$ cat src/rtl/pipelined_cla_addsub_if.sv
// Operand/result bundle for pipelined_cla_addsub.
// The master drives operands and consumes results; the slave is the adder.
interface pipelined_cla_addsub_if #(
   parameter int WIDTH = 16
);
   logic             i_valid;
   logic             o_ready;
   logic [WIDTH-1:0] i_A;
   logic [WIDTH-1:0] i_B;
   logic             i_Cin;
   logic             i_sub;
   logic             o_valid;
   logic             i_ready;
   logic [WIDTH-1:0] o_Sum;
   logic             o_Cout;
   logic             o_Ovf;

   modport master (
      output i_valid, i_A, i_B, i_Cin, i_sub, i_ready,
      input  o_ready, o_valid, o_Sum, o_Cout, o_Ovf
   );

   modport slave (
      input  i_valid, i_A, i_B, i_Cin, i_sub, i_ready,
      output o_ready, o_valid, o_Sum, o_Cout, o_Ovf
   );
endinterface

$ cat src/rtl/pipelined_cla_addsub.sv
// Pipelined carry-lookahead adder/subtractor.
// One BLOCK-wide lookahead slice per stage; slice k is resolved in stage k.
// Each stage carries the finished low sum bits, the slice carry, the operand
// bits still to be processed and the two sign bits needed for overflow.
// A single advance enable moves the whole pipe (bubbles included) or freezes it.
module pipelined_cla_addsub #(
   parameter int WIDTH = 16,
   parameter int BLOCK = 4
) (
   input  logic                  i_clk,
   input  logic                  i_rst,
   pipelined_cla_addsub_if.slave io_bus
);
   localparam int STAGES = WIDTH / BLOCK;

   // Flat sum-of-products carries: c[i] = G[i-1:0] | P[i-1:0] & cin, no ripple.
   function automatic logic [BLOCK:0] cla_carries(
      input logic [BLOCK-1:0] g,
      input logic [BLOCK-1:0] p,
      input logic             cin
   );
      logic [BLOCK:0] c;
      logic           term;
      c = '0;
      for (int i = 0; i <= BLOCK; i++) begin
         term = cin;
         for (int j = 0; j < i; j++) term = term & p[j];
         c[i] = term;
         for (int j = 0; j < i; j++) begin
            term = g[j];
            for (int m = j + 1; m < i; m++) term = term & p[m];
            c[i] = c[i] | term;
         end
      end
      return c;
   endfunction

   logic             w_adv;
   logic [WIDTH-1:0] w_b_eff;
   logic             w_c0;

   logic             r_valid [STAGES];
   logic             r_carry [STAGES];
   logic             r_sa    [STAGES];
   logic             r_sb    [STAGES];
   logic [WIDTH-1:0] r_sum   [STAGES];

   // Subtraction is A + ~B + ~borrow, so Cout=1 means "no borrow".
   assign w_b_eff = io_bus.i_sub ? ~io_bus.i_B : io_bus.i_B;
   assign w_c0    = io_bus.i_sub ? ~io_bus.i_Cin : io_bus.i_Cin;

   assign w_adv          = !r_valid[STAGES-1] || io_bus.i_ready;
   assign io_bus.o_ready = w_adv;
   assign io_bus.o_valid = r_valid[STAGES-1];
   assign io_bus.o_Sum   = r_sum[STAGES-1];
   assign io_bus.o_Cout  = r_carry[STAGES-1];
   assign io_bus.o_Ovf   = (r_sa[STAGES-1] == r_sb[STAGES-1]) &&
                           (r_sum[STAGES-1][WIDTH-1] != r_sa[STAGES-1]);

   for (genvar k = 0; k < STAGES; k++) begin : g_stage
      localparam int LO = k * BLOCK;
      localparam int RW = WIDTH - LO - BLOCK;

      logic [BLOCK-1:0] w_a;
      logic [BLOCK-1:0] w_b;
      logic [BLOCK-1:0] w_g;
      logic [BLOCK-1:0] w_p;
      logic [BLOCK-1:0] w_s;
      logic [BLOCK:0]   w_c;
      logic             w_cin;
      logic             w_vin;
      logic             w_sa;
      logic             w_sb;
      logic [WIDTH-1:0] w_sum_in;

      if (k == 0) begin : g_src
         assign w_a      = io_bus.i_A[BLOCK-1:0];
         assign w_b      = w_b_eff[BLOCK-1:0];
         assign w_cin    = w_c0;
         assign w_vin    = io_bus.i_valid;
         assign w_sa     = io_bus.i_A[WIDTH-1];
         assign w_sb     = w_b_eff[WIDTH-1];
         assign w_sum_in = '0;
      end else begin : g_src
         assign w_a      = g_stage[k-1].g_ops.r_a[BLOCK-1:0];
         assign w_b      = g_stage[k-1].g_ops.r_b[BLOCK-1:0];
         assign w_cin    = r_carry[k-1];
         assign w_vin    = r_valid[k-1];
         assign w_sa     = r_sa[k-1];
         assign w_sb     = r_sb[k-1];
         assign w_sum_in = r_sum[k-1];
      end

      assign w_g = w_a & w_b;
      assign w_p = w_a ^ w_b;
      assign w_c = cla_carries(w_g, w_p, w_cin);
      assign w_s = w_p ^ w_c[BLOCK-1:0];

      // Latch this slice's result together with the beat's valid and sign bits
      always_ff @(posedge i_clk) begin
         if (i_rst) begin
            r_valid[k] <= 1'b0;
            r_carry[k] <= 1'b0;
            r_sa[k]    <= 1'b0;
            r_sb[k]    <= 1'b0;
            r_sum[k]   <= '0;
         end else if (w_adv) begin
            r_valid[k] <= w_vin;
            r_carry[k] <= w_c[BLOCK];
            r_sa[k]    <= w_sa;
            r_sb[k]    <= w_sb;
            r_sum[k]   <= w_sum_in | (WIDTH'(w_s) << LO);
         end
      end

      // The last stage has no operand bits left to forward
      if (RW > 0) begin : g_ops
         logic [RW-1:0] r_a;
         logic [RW-1:0] r_b;
         logic [RW-1:0] w_a_hi;
         logic [RW-1:0] w_b_hi;

         if (k == 0) begin : g_hi
            assign w_a_hi = io_bus.i_A[WIDTH-1:BLOCK];
            assign w_b_hi = w_b_eff[WIDTH-1:BLOCK];
         end else begin : g_hi
            assign w_a_hi = g_stage[k-1].g_ops.r_a[WIDTH-LO-1:BLOCK];
            assign w_b_hi = g_stage[k-1].g_ops.r_b[WIDTH-LO-1:BLOCK];
         end

         // Forward the operand bits that later slices still have to add
         always_ff @(posedge i_clk) begin
            if (i_rst) begin
               r_a <= '0;
               r_b <= '0;
            end else if (w_adv) begin
               r_a <= w_a_hi;
               r_b <= w_b_hi;
            end
         end
      end
   end
endmodule
$ cat src/flat_wrapper.sv
// flat-port wrapper written by rule: the top's interface ports become plain ports
module pipelined_cla_addsub_flat 
#(
   parameter int WIDTH = 16,
   parameter int BLOCK = 4
)
  (i_clk, i_rst, io_bus_i_valid, io_bus_i_A, io_bus_i_B, io_bus_i_Cin, io_bus_i_sub, io_bus_i_ready, io_bus_o_ready, io_bus_o_valid, io_bus_o_Sum, io_bus_o_Cout, io_bus_o_Ovf);
  pipelined_cla_addsub_if #(.WIDTH(WIDTH)) io_bus_i ();
  input  logic i_clk;
  input  logic i_rst;
  input wire logic [$bits(io_bus_i.i_valid)-1:0] io_bus_i_valid;
  input wire logic [$bits(io_bus_i.i_A)-1:0] io_bus_i_A;
  input wire logic [$bits(io_bus_i.i_B)-1:0] io_bus_i_B;
  input wire logic [$bits(io_bus_i.i_Cin)-1:0] io_bus_i_Cin;
  input wire logic [$bits(io_bus_i.i_sub)-1:0] io_bus_i_sub;
  input wire logic [$bits(io_bus_i.i_ready)-1:0] io_bus_i_ready;
  output wire logic [$bits(io_bus_i.o_ready)-1:0] io_bus_o_ready;
  output wire logic [$bits(io_bus_i.o_valid)-1:0] io_bus_o_valid;
  output wire logic [$bits(io_bus_i.o_Sum)-1:0] io_bus_o_Sum;
  output wire logic [$bits(io_bus_i.o_Cout)-1:0] io_bus_o_Cout;
  output wire logic [$bits(io_bus_i.o_Ovf)-1:0] io_bus_o_Ovf;
  assign io_bus_i.i_valid = io_bus_i_valid;
  assign io_bus_i.i_A = io_bus_i_A;
  assign io_bus_i.i_B = io_bus_i_B;
  assign io_bus_i.i_Cin = io_bus_i_Cin;
  assign io_bus_i.i_sub = io_bus_i_sub;
  assign io_bus_i.i_ready = io_bus_i_ready;
  assign io_bus_o_ready = io_bus_i.o_ready;
  assign io_bus_o_valid = io_bus_i.o_valid;
  assign io_bus_o_Sum = io_bus_i.o_Sum;
  assign io_bus_o_Cout = io_bus_i.o_Cout;
  assign io_bus_o_Ovf = io_bus_i.o_Ovf;
  pipelined_cla_addsub #(.WIDTH(WIDTH), .BLOCK(BLOCK)) u_core (.i_clk(i_clk), .i_rst(i_rst), .io_bus(io_bus_i));
endmodule
$ cat config.mk
export PLATFORM = sky130hd
export DESIGN_NAME = pipelined_cla_addsub_flat
export DESIGN_NICKNAME = d
export VERILOG_FILES = /design/src/rtl/pipelined_cla_addsub_if.sv /design/src/rtl/pipelined_cla_addsub.sv /design/src/flat_wrapper.sv
export SDC_FILE = /design/constraint.sdc
export NUM_CORES = 1
export LEC_CHECK = 0
export CAP_MARGIN = 20
export CORE_ASPECT_RATIO = 0.6
export CORE_MARGIN = 2
export CORE_UTILIZATION = 30
export DETAILED_ROUTE_END_ITERATION = 6
export SLEW_MARGIN = 15
export SYNTH_ARGS = -nofsm -noshare
export SYNTH_HDL_FRONTEND = slang
export SYNTH_SLANG_ARGS = --single-unit
$ cat constraint.sdc
create_clock -name i_clk -period 2.7 [get_ports i_clk]
set_input_delay 0.405 -clock i_clk [delete_from_list [all_inputs] [get_ports i_clk]]
set_output_delay 0.405 -clock i_clk [all_outputs]
set_load 0.05 [all_outputs]
[Yosys cells after proc, flatten, opt, wreduce, memory -nomap -nowiden]
Memories as Yosys holds them, arrays and structs flattened.
Index checks and enable logic that the tools add are counted.
Cells by class
  reductions and logical operators: 3
  multiplexer cells: 27
  equality and inequality tests: 2
  bitwise logic cells: 117
Operator list (number)
  $mux W16: 5
  $or A1 B1 Y1: 60
  $and A1 B1 Y1: 40
  $xor A4 B4 Y4: 8
  $mux W1: 22
  $and A4 B4 Y4: 4
  $not A16 Y16: 1
  $or A16 B12 Y16: 1
  $or A16 B16 Y16: 1
  $or A16 B8 Y16: 1
  $eq A1 B1 Y1: 1
  $logic_and A1 B1 Y1: 1
  $logic_not A1 Y1: 1
  $logic_or A1 B1 Y1: 1
  $ne A1 B1 Y1: 1
  $not A1 Y1: 1
Storage, ports and cells
  logic and storage cells: 160
  memories: 5
  RAM bits: 80
  register bits after elaboration: 48
  input port bits: 38
Memory list
  u_core.r_sum: words 4, width 16, rd ports 4, clocked after memory_dff 0, wr ports 4, RTL line pipelined_cla_addsub.sv:46  | logic [WIDTH-1:0] r_sum [STAGES];
  u_core.r_carry: words 4, width 1, rd ports 4, clocked after memory_dff 0, wr ports 4, RTL line pipelined_cla_addsub.sv:43  | logic r_carry [STAGES];
  u_core.r_sa: words 4, width 1, rd ports 4, clocked after memory_dff 0, wr ports 4, RTL line pipelined_cla_addsub.sv:44  | logic r_sa [STAGES];
  u_core.r_sb: words 4, width 1, rd ports 4, clocked after memory_dff 0, wr ports 4, RTL line pipelined_cla_addsub.sv:45  | logic r_sb [STAGES];
  u_core.r_valid: words 4, width 1, rd ports 4, clocked after memory_dff 0, wr ports 4, RTL line pipelined_cla_addsub.sv:42  | logic r_valid [STAGES];

[Logic depth before layout (Yosys ltp)]
Gate-level depths: netlist of run 1.
  depth in word-level cells: 12
  gate-level depth with buffers: 8
  depth with buffers taken out: 6

[Least setup slack after synthesis of run 1]
No wires, ideal clock.
  path kind: register to register
  from: memory u_core.r_valid[3]
  to: memory u_core.r_carry[0][0] (enable)
  slack: 4 ps
  arrival time: 2273 ps
  cell stages (with the launch flop): 4
  required time: 2277 ps
  clock period less this slack: 2696 ps
  cell sequence: edfxtp_1 nor2b_4 buf_4 nand2b_1
RTL lines (RTL line)
  start, declared: pipelined_cla_addsub.sv:42
  end, declared: pipelined_cla_addsub.sv:43

==> reports/qor.yml, run 1 <==
sta:
  fin_skew_ps: 10.4
  clock.fmax_mhz: 448
  tightest_slew_ps: 666
  max_slew_margin_pct: 55.6
  hold_violations: 0
  maxSlewViolCount: 0
  rsz0062_at_grt: "no"
  tns_ps: 0
  period_share_pct: 82.6
  layout_min_cycle_time_ps: 2230
  setup_viol_count_final: 0
place:
  place_inst: 640
  gp_congestion: 0.809
  dp_hpwl_mm: 6.16
  port_buffers: 57
detailed_routing:
  wl_mm: 8.63
  wl_per_cell_um: 13.2
  ant_nets: 0
  drtIter0Drc: 183
  drc_errors: 0
  vias: 2905
  routed_via_density: 4.43
  firstDrtPassIters: 4
final_layout:
  fillers: 1438
  nets: 515
  drive_gt1_share_pct: 7.64
  diodes: 0
  area_delta_synth_final_pct: 23.2
  instances_no_fill: 656
min_path:
  hp-class: "flop to flop"
yosys:
  synth-seq-cells: 104
  seq_area_frac_synth_pct: 58.7
  synthCells: 400
  synth_fp_nets: 462
  syn_area_um2: 4500
  avgSynthCellArea_um2: 11.3
  synth_edf_count: 56
  yosys_warnings: 0
  async_flop_share_pct: 0
  yosysUniqueCellTypes: 29
  ys.flop_type: "edfxtp_1"
grt:
  gr-total-overflow: 0
  antenna_found_initial: 0
  gr-usage-met2_pct: 16.8
  grt_pass1_wl_mm: 14.5
  met3_usage_pct: 3.54
  grt_start_max_net_pins: 49
  grt_usage_pct: 11.6
  grt_pass1_vias: 2926
  grt-busiest-layer: "met2"
  grtUsageMet1_pct: 16.5
power:
  combPwrFrac_pct: 11.3
  total_power_mw: 3.50
  p_int_mw: 2.68
  sw_frac_of_total_pct: 23.4
  power_frac_clock_pct: 36.8
  worst_ir_drop_vdd_mv: 0.354
  p_per_area_nw_per_um2: 631
  seqPwrFrac_pct: 51.9
  cellLeakagePower_nw: 2.19
  p_switching_mw: 0.819
clock_network:
  root_buffer: "clkbuf_16"
  h-tree-depth: 3
  holdBufCountCts: 0
  cts_max_path_buffers: 2
  clock_latency_ps: 340
  postCtsResizedCells: 0
  cts_tree: "yes"
  cts_buffers: 9
  numClockSinks: 104
  cts_setup_buffers: 0
  clk_pin_slew_worst_paths_ps: 70
worst_setup_path:
  cp_max_fo: 16
  worstSetupStartpointType: "primary input"
  endpoint_kind: "flop"
  cp_cell_sequence: "clkdlybuf4s50_1, buf_4, xor2_1, ha_1, a21oi_1, a21boi_0, o21a_1"
  cp_data_arrival_time_ps: 2320
  critPathSlowestCell: "clkdlybuf4s50_1"
  critPathKind: "primary input to flop"
  r2r_slack_ps: 920
  worst_path_dominant_cell_family: "buffers and inverters"
  crit_buf_inv: 2
  slowest_delay_ps: 540
  critPathRequiredTime_ps: 2790
floorplanning:
  ios: 58
  initial_core_util_pct: 30.9
  fp.coreArea_um2: 14600
  die_area_um2: 16000
  row_count: 34
  fp.dieW_um: 162
  fp.dieH_um: 98.9
job:
  max-cap-violations: 0
status:
  status: "finished clean"
layer usage:
| layer | vias up | share of wire [%] |
|---|---|---|
| li1 | 1481 | - |
| met1 | 1361 | 54 |
| met2 | 52 | 40 |
| met3 | 11 | 4.5 |
| met4 | 0 | 1.4 |
| met5 | - | 0 |
synthesized netlist by cell type (3+ instances only):
library cell	instances	share of area, %
and2_1	38	5.3
xor2_1	6	1.2
buf_2	10	1.1
o211ai_1	4	0.67
a211oi_1	7	1.2
ha_1	20	5.6
a211oi_2	5	1.4
nor2_1	19	1.6
clkbuf_1	6	0.50
edfxtp_1	56	37
fa_1	4	1.8
buf_4	5	0.83
xnor2_1	15	2.9
o21a_1	12	2.0
a21boi_0	4	0.67
nor3b_1	4	0.67
nand3b_1	4	0.67
a21oi_1	40	4.4
nand2_1	74	6.2
nor3_1	6	0.67
dfxtp_1	48	21
inv_1	3	0.25
tightest hold or removal path, delay by kind of cell, from the launching register on:
kind             cells  cell delay [ps]
AND/OR/NAND/NOR      1               50
flip-flops           1              310
AO/OA/AOI/OAI        1               50
power groups by stage:
stage | clock (mW) | sequential, mW | combinational, mW
after floorplan | 0 | 1.89 | 0.213
after global placement | 0 | 1.85 | 0.386
after detailed placement | 0 | 1.86 | 0.398
after CTS | 1.32 | 1.82 | 0.400
after global routing | 1.40 | 1.83 | 0.435
final | 1.29 | 1.82 | 0.396
path summary, 6_finish.rpt:
path,start,to,cells past startpoint
hold reg to reg,u_core.g_stage[1].g_ops.r_b[5],u_core.g_stage[1].g_ops.r_b[5],2
hold / removal,u_core.g_stage[1].g_ops.r_b[5],u_core.g_stage[1].g_ops.r_b[5],2
setup / recovery,io_bus_i_sub,u_core.r_carry[0][0],7
setup reg to reg,u_core.g_stage[1].g_ops.r_b[0],u_core.r_sum[2][11],5
cells in the final DEF, fill, tap and decap left out, drive strengths merged, types with 2 or more instances in the layout:
master         Yosys  routed
nand3b             4       4
a211oi            12      12
a21boi             4       4
nand2             74      74
xor2               6       6
clkdlybuf4s50      0      55
fa                 4       4
o21a              12      12
ha                20      20
xnor2             15      15
dfxtp             48      48
nor3b              4       4
inv                4       7
buf               17      10
nor3               8       8
a21oi             40      40
and2              38      38
nor2              20      20
clkbuf             6      10
o211ai             4       4
nand2b             2       2
edfxtp            56      56
layout make-up:
| type | instances | area [um2] | area share (%) |
|---|---|---|---|
| flip-flops and latches | 104 | 2640 | 47.6 |
| repair buffers | 65 | 636 | 11.4 |
| inverters | 4 | 15.0 | 0.270 |
| clock inverters | 6 | 65.1 | 1.17 |
| clock buffers | 10 | 229 | 4.12 |
| well taps | 198 | 248 | 4.46 |
| multi-input cells | 269 | 1720 | 30.9 |
logic make-up (layout without fill, tap and decap cells):
logic type	count (synthesis)	in the layout	synth area share [%]
buffers and inverters	27	85	3.28
flip-flops	104	104	58.7
AO/OA/AOI/OAI	73	73	10.4
XOR/XNOR	21	21	4.08
adder cells (fa/ha/maj)	24	24	7.33
AND/OR/NAND/NOR	151	151	16.2
state kept, by name, indices dropped and copies added (netlist names):
| signal | count |
|---|---|
| u_core.r_valid | 4 |
| u_core.r_carry | 4 |
| u_core.r_sum | 40 |
| u_core.r_sa | 4 |
| u_core.r_sb | 4 |
| u_core.g_stage.g_ops.r_b | 24 |
| u_core.g_stage.g_ops.r_a | 24 |
metrics by stage:
step / util [%] / hold WS, ps / cell area (um2) / setup WS, ps
2_1_floorplan: - / 432 / 4500 / 3.51
3_3_place_gp: 36.0 / 439 / 5260 / 209
3_5_place_dp: 36.0 / 446 / 5260 / 144
4_1_cts: 38.0 / 456 / 5550 / 475
5_1_grt: 38.0 / 472 / 5550 / 371
6_report: 38.0 / 453 / 5550 / 470
No activity file was read; power rests on OpenSTA's default activity.
==> run 2: changes to the inputs <==
==> constraint.sdc (replaced) <==
create_clock -name i_clk -period 2.1 [get_ports i_clk]
set_input_delay 0.315 -clock i_clk [delete_from_list [all_inputs] [get_ports i_clk]]
set_output_delay 0.315 -clock i_clk [all_outputs]
set_load 0.05 [all_outputs]
==> reports/qor.yml, run 2 (synthesis gave the netlist of run 1 again) <==
status:
  status: "finished clean"  # unchanged
sta:
  period_share_pct: 94.8
  setup_viol_count_final: 0  # unchanged
  layout_min_cycle_time_ps: 1990
  clock.fmax_mhz: 502
  maxSlewViolCount: 0  # unchanged
  holdWs_ps: 456  # was 453 ps
  rsz0062_at_grt: "no"  # unchanged
  fin_skew_ps: 10.3  # was 10.4 ps
  tns_ps: 0  # unchanged
  max_slew_margin_pct: 63.8  # was 55.6%
  hold_violations: 0  # unchanged
  tightest_slew_ps: 543  # was 666 ps
power:
  p_per_area_nw_per_um2: 805  # was 631 nW/um2
  p_int_mw: 3.47  # was 2.68 mW
  power_frac_clock_pct: 36.6  # was 36.8%
  combPwrFrac_pct: 11.6  # was 11.3%
  p_switching_mw: 1.05  # was 0.819 mW
  total_power_mw: 4.52  # was 3.50 mW
  worst_ir_drop_vdd_mv: 0.407  # was 0.354 mV
  sw_frac_of_total_pct: 23.3  # was 23.4%
  cellLeakagePower_nw: 2.23  # was 2.19 nW
  seqPwrFrac_pct: 51.8  # was 51.9%
clock_network:
  root_buffer: "clkbuf_16"  # unchanged
  postCtsResizedCells: 0  # unchanged
  cts_tree: "yes"  # unchanged
  cts_buffers: 9  # unchanged
  h-tree-depth: 3  # unchanged
  cts_setup_buffers: 0  # unchanged
  cts_max_path_buffers: 2  # unchanged
  clock_latency_ps: 350  # was 340 ps
  numClockSinks: 104  # unchanged
  clk_pin_slew_worst_paths_ps: 70  # about the same
  holdBufCountCts: 0  # unchanged
worst_setup_path:
  reg2regPathDepth: 5  # unchanged
  cp_data_arrival_time_ps: 2090  # was 2320 ps
  critPathKind: "primary input to flop"  # unchanged
  worstSetupStartpointType: "primary input"  # unchanged
  endpoint_kind: "flop"  # unchanged
  cp_max_fo: 2  # was 16
  critPathRequiredTime_ps: 2200  # was 2790 ps
final_layout:
  drive_gt1_share_pct: 9.07  # was 7.64%
  diodes: 0  # unchanged
  reg.largest.list: "u_core.r_sum (40), u_core.g_stage.g_ops.r_a (24), u_core.g_stage.g_ops.r_b (24)"  # unchanged
  fillers: 1423  # was 1438
  nets: 520  # was 515
  top_register: "u_core.r_sum"  # unchanged
  final_cell_mix: "nand2_1, edfxtp_1, clkdlybuf4s50_1"  # unchanged
  area_delta_synth_final_pct: 24.5  # was 23.2%
  mostFrequentLayoutCell: "nand2_1"  # unchanged
  largest_reg_flops: 40  # unchanged
min_path:
  hp-class: "flop to flop"  # unchanged
  worstHoldPathCells: 2  # unchanged
detailed_routing:
  routed_via_density: 4.38  # was 4.43
  wl_met2_mm: 3.54  # was 3.47 mm
  wl_met1_mm: 4.52  # was 4.65 mm
  ant_nets: 0  # unchanged
  drc_errors: 0  # unchanged
  wl_per_cell_um: 12.9  # was 13.2 um
  drtIter0Drc: 180  # was 183
  vias: 2897  # was 2905
  wl_mm: 8.55  # was 8.63 mm
  top_layer: "met4"  # unchanged
  wl_met3_um: 321  # was 385 um
  firstDrtPassIters: 4  # unchanged
grt:
  grt_usage_pct: 11.5  # was 11.6%
  antenna_found_initial: 0  # unchanged
  grt_pass1_wl_mm: 14.5  # unchanged
  grt_start_max_net_pins: 62  # was 49
  grt_pass1_vias: 3026  # was 2926
  gr-total-overflow: 0  # unchanged
place:
  dp_hpwl_mm: 6.02  # was 6.16 mm
  port_buffers: 57  # unchanged
  gp_congestion: 0.776  # was 0.809
floorplanning:
  fp.dieW_um: 162  # unchanged
  initial_core_util_pct: 30.9  # unchanged
  ios: 58  # unchanged
  die_area_um2: 16000  # unchanged
  fp.dieH_um: 98.9  # unchanged
  fp.coreArea_um2: 14600  # unchanged
  row_count: 34  # unchanged
job:
  max-cap-violations: 0  # unchanged
## run 2: critical path, stage by stage
cell	delay, ps
clkdlybuf4s50_1	580
xor2_2	180
ha_1	250
ha_1	210
o211ai_1	240
a21boi_1	130
o21a_1	180
## run 2: path summary, 6_finish.rpt
path / from / to / slack, ps
setup / recovery: io_bus_i_sub / u_core.r_carry[0][0] / 110
hold / removal: u_core.g_stage[1].g_ops.r_a[5] / u_core.g_stage[1].g_ops.r_a[5] / 460
setup reg to reg: u_core.g_stage[1].g_ops.r_b[0] / u_core.r_sum[2][11] / 310
hold reg to reg: u_core.g_stage[1].g_ops.r_a[5] / u_core.g_stage[1].g_ops.r_a[5] / 460
## run 2: final cells by class
class,instances,area [um2],area share [%]
sequential,104,2640,47.1
multi-input combinational,269,1720,30.7
timing repair buffer,70,683,12.2
tap,198,248,4.42
clock buffer,10,229,4.08
clock inverter,6,67.6,1.20
inverter,4,15.0,0.268
## run 2: power by group through the flow
stage / combinational (mW) / sequential (mW) / clock [mW]
global placement: 0.509 / 2.38 / 0
floorplan: 0.274 / 2.43 / 0
detailed placement: 0.523 / 2.39 / 0
CTS: 0.527 / 2.34 / 1.70
global route: 0.578 / 2.36 / 1.78
finish: 0.524 / 2.34 / 1.65
## run 2: stage by stage
step | util [%] | instances | area (um2) | worst slack [ps]
final | 38.4 | 661 | 5610 | 108
after global routing | 38.4 | 661 | 5610 | 10.9
after CTS | 38.4 | 661 | 5600 | 49.5
after detailed placement | 36.4 | 645 | 5310 | -314
after global placement | 36.4 | 645 | 5310 | -210
after floorplan | - | 400 | 4510 | 33.6
## run 2: routing by layer
layer,vias up,global-route usage (%)
met3,17,3.28
met5,-,0
met4,0,4.36
met2,61,16.8
met1,1337,16.2
li1,1482,-
==> run 3: changes to the inputs <==
--- a/config.mk
+++ b/config.mk
@@ -8,8 +8,9 @@
 export CAP_MARGIN = 20
 export CORE_ASPECT_RATIO = 0.6
 export CORE_MARGIN = 2
-export CORE_UTILIZATION = 30
+export CORE_UTILIZATION = 25
 export DETAILED_ROUTE_END_ITERATION = 6
+export SKIP_CTS_REPAIR_TIMING = 1
 export SLEW_MARGIN = 15
 export SYNTH_ARGS = -nofsm -noshare
 export SYNTH_HDL_FRONTEND = slang
==> reports/qor.yml, run 3 (synthesis gave the netlist of run 1 again) <==
status:
  status: "finished clean"  # unchanged
sta:
  max_slew_margin_pct: 44.3  # was 63.8%
  rsz0062_at_grt: "no"  # unchanged
  clock.fmax_mhz: 506  # was 502 MHz
  hold_violations: 0  # unchanged
  tns_ps: 0  # unchanged
  tightest_slew_ps: 834  # was 543 ps
  layout_min_cycle_time_ps: 1980  # was 1990 ps
  maxSlewViolCount: 0  # unchanged
  period_share_pct: 94.2  # was 94.8%
  setup_viol_count_final: 0  # unchanged
  fin_skew_ps: 10.4  # was 10.3 ps
power:
  cellLeakagePower_nw: 2.23  # about the same
  worst_ir_drop_vdd_mv: 0.313  # was 0.407 mV
  total_power_mw: 4.65  # was 4.52 mW
  p_per_area_nw_per_um2: 820  # was 805 nW/um2
grt:
  gr-usage-met2_pct: 14.4  # was 16.8%
  antenna_found_initial: 0  # unchanged
  grt-busiest-layer: "met2"  # unchanged
  grtUsageMet1_pct: 14.1  # was 16.2%
  grt_pass1_wl_mm: 14.9  # was 14.5 mm
  gr-total-overflow: 0  # unchanged
  grt_pass1_vias: 2896  # was 3026
  grt_usage_pct: 10.1  # was 11.5%
  grt_start_max_net_pins: 62  # unchanged
  met3_usage_pct: 3.31  # was 3.28%
worst_setup_path:
  endpoint_kind: "flop"  # unchanged
  critPathKind: "primary input to flop"  # unchanged
  worstSetupStartpointType: "primary input"  # unchanged
  critPathSlowestCell: "clkdlybuf4s50_1"  # unchanged
  reg2reg_to: "u_core.r_sum[2][11]"  # unchanged
  slowest_delay_ps: 540  # was 580 ps
  cp_max_fo: 2  # unchanged
  crit_start: "io_bus_i_sub"  # unchanged
  reg2regPathDepth: 5  # unchanged
  critPathRequiredTime_ps: 2200  # about the same
  r2r_slack_ps: 200  # was 310 ps
  cp_common_cell: "ha_1"  # unchanged
  worstReg2RegStart: "u_core.g_stage[1].g_ops.r_b[0]"  # unchanged
  cp_cell_sequence: "clkdlybuf4s50_1, xor2_2, ha_1, ha_1, o211ai_1, a21boi_1, o21a_1"  # unchanged
  cp_data_arrival_time_ps: 2080  # was 2090 ps
final_layout:
  nets: 517  # was 520
  top_register: "u_core.r_sum"  # unchanged
  reg.largest.list: "u_core.r_sum (40), u_core.g_stage.g_ops.r_a (24), u_core.g_stage.g_ops.r_b (24)"  # unchanged
  mostFrequentLayoutCell: "nand2_1"  # unchanged
  largest_reg_flops: 40  # unchanged
  area_delta_synth_final_pct: 26.1  # was 24.5%
  final_cell_mix: "nand2_1, edfxtp_1, clkdlybuf4s50_1"  # unchanged
  fin_util_pct: 32.6  # was 38.4%
  drive_gt1_share_pct: 8.71  # was 9.07%
  diodes: 0  # unchanged
place:
  dp_hpwl_mm: 6.19  # was 6.02 mm
  port_buffers: 57  # unchanged
  gp_congestion: 0.773  # was 0.776
clock_network:
  numClockSinks: 104  # unchanged
  h-tree-depth: 3  # unchanged
  clk_pin_slew_worst_paths_ps: 70  # about the same
  clock_latency_ps: 350  # about the same
  cts_buffers: 9  # unchanged
  cts_tree: "yes"  # unchanged
  cts_max_path_buffers: 2  # unchanged
  root_buffer: "clkbuf_16"  # unchanged
floorplanning:
  ios: 58  # unchanged
  fp.dieH_um: 108  # was 98.9 um
  row_count: 37  # was 34
  die_area_um2: 19100  # was 16000 um2
  fp.coreArea_um2: 17400  # was 14600 um2
  fp.dieW_um: 177  # was 162 um
  initial_core_util_pct: 25.9  # was 30.9%
job:
  max-cap-violations: 0  # unchanged
detailed_routing:
  wl_mm: 8.92  # was 8.55 mm
  vias: 2913  # was 2897
  drc_errors: 0  # unchanged
  firstDrtPassIters: 4  # unchanged
  ant_nets: 0  # unchanged
  wl_per_cell_um: 12.9  # about the same
  routed_via_density: 4.20  # was 4.38
  drtIter0Drc: 271  # was 180
min_path:
  hold_end: "u_core.g_stage[1].g_ops.r_b[7]"  # was u_core.g_stage[1].g_ops.r_a[5]
  hold_start: "u_core.g_stage[1].g_ops.r_b[7]"  # was u_core.g_stage[1].g_ops.r_a[5]
  hp-class: "flop to flop"  # unchanged
  worstHoldPathCells: 2  # unchanged
run 3: cell types whose count changed in the layout (fill, tap and decap cells not counted), sizes merged:
cell	change
clkinv	-2
bufinv	+1
clkinvlp	+1
buf	-3
clkbuf	-1
run 3: cell type report:
| type | instances | area [um2] |
|---|---|---|
| clock buffers | 9 | 225 |
| flip-flops and latches | 104 | 2640 |
| fillers | 1773 | 11700 |
| inverters | 4 | 15.0 |
| repair buffers | 67 | 686 |
| well taps | 234 | 293 |
| multi-input cells | 269 | 1720 |
| clock inverters | 6 | 92.6 |
run 3: worst max-delay path by stage:
stage,endpoint,slack [ps],cells past startpoint
after detailed placement,u_core.r_carry[0][0],-330,7
final,u_core.r_carry[0][0],120,7
after floorplan,u_core.r_carry[0][0],30,3
after CTS,u_core.r_carry[0][0],40,7
after global placement,u_core.r_carry[0][0],-150,7
after global routing,u_core.r_sum[3][15],20,5
run 3: routing by layer:
layer | share of wire [%] | wire, um
met5 | 0 | 0
met4 | 2.2 | 192
met3 | 5.1 | 455
met2 | 41 | 3680
met1 | 52 | 4600
run 3: power breakdown:
| part | internal [mW] | leakage, nW | total [mW] | switching [mW] |
|---|---|---|---|---|
| Combinational | 0.247 | 1.01 | 0.526 | 0.278 |
| Sequential | 2.28 | 1.07 | 2.34 | 0.0524 |
| Clock | 1.05 | 0.150 | 1.79 | 0.745 |
| Total | 3.58 | 2.23 | 4.65 | 1.08 |
run 3: metrics by stage:
stage | setup slack [ps] | area (um2) | cells | hold slack [ps]
2_1_floorplan | 33.6 | 4510 | 400 | 432
4_1_cts | 40.4 | 5670 | 693 | 454
6_report | 123 | 5680 | 693 | 452
5_1_grt | 24.8 | 5680 | 693 | 477
3_5_place_dp | -330 | 5350 | 678 | 445
3_3_place_gp | -152 | 5350 | 678 | 441
run 3: worst max-delay path, delay by kind of cell:
kind,cells,cell delay (ps)
compound gates,3,600
xor+xnor,1,170
buf+inv,1,540
fa+ha+maj,2,440
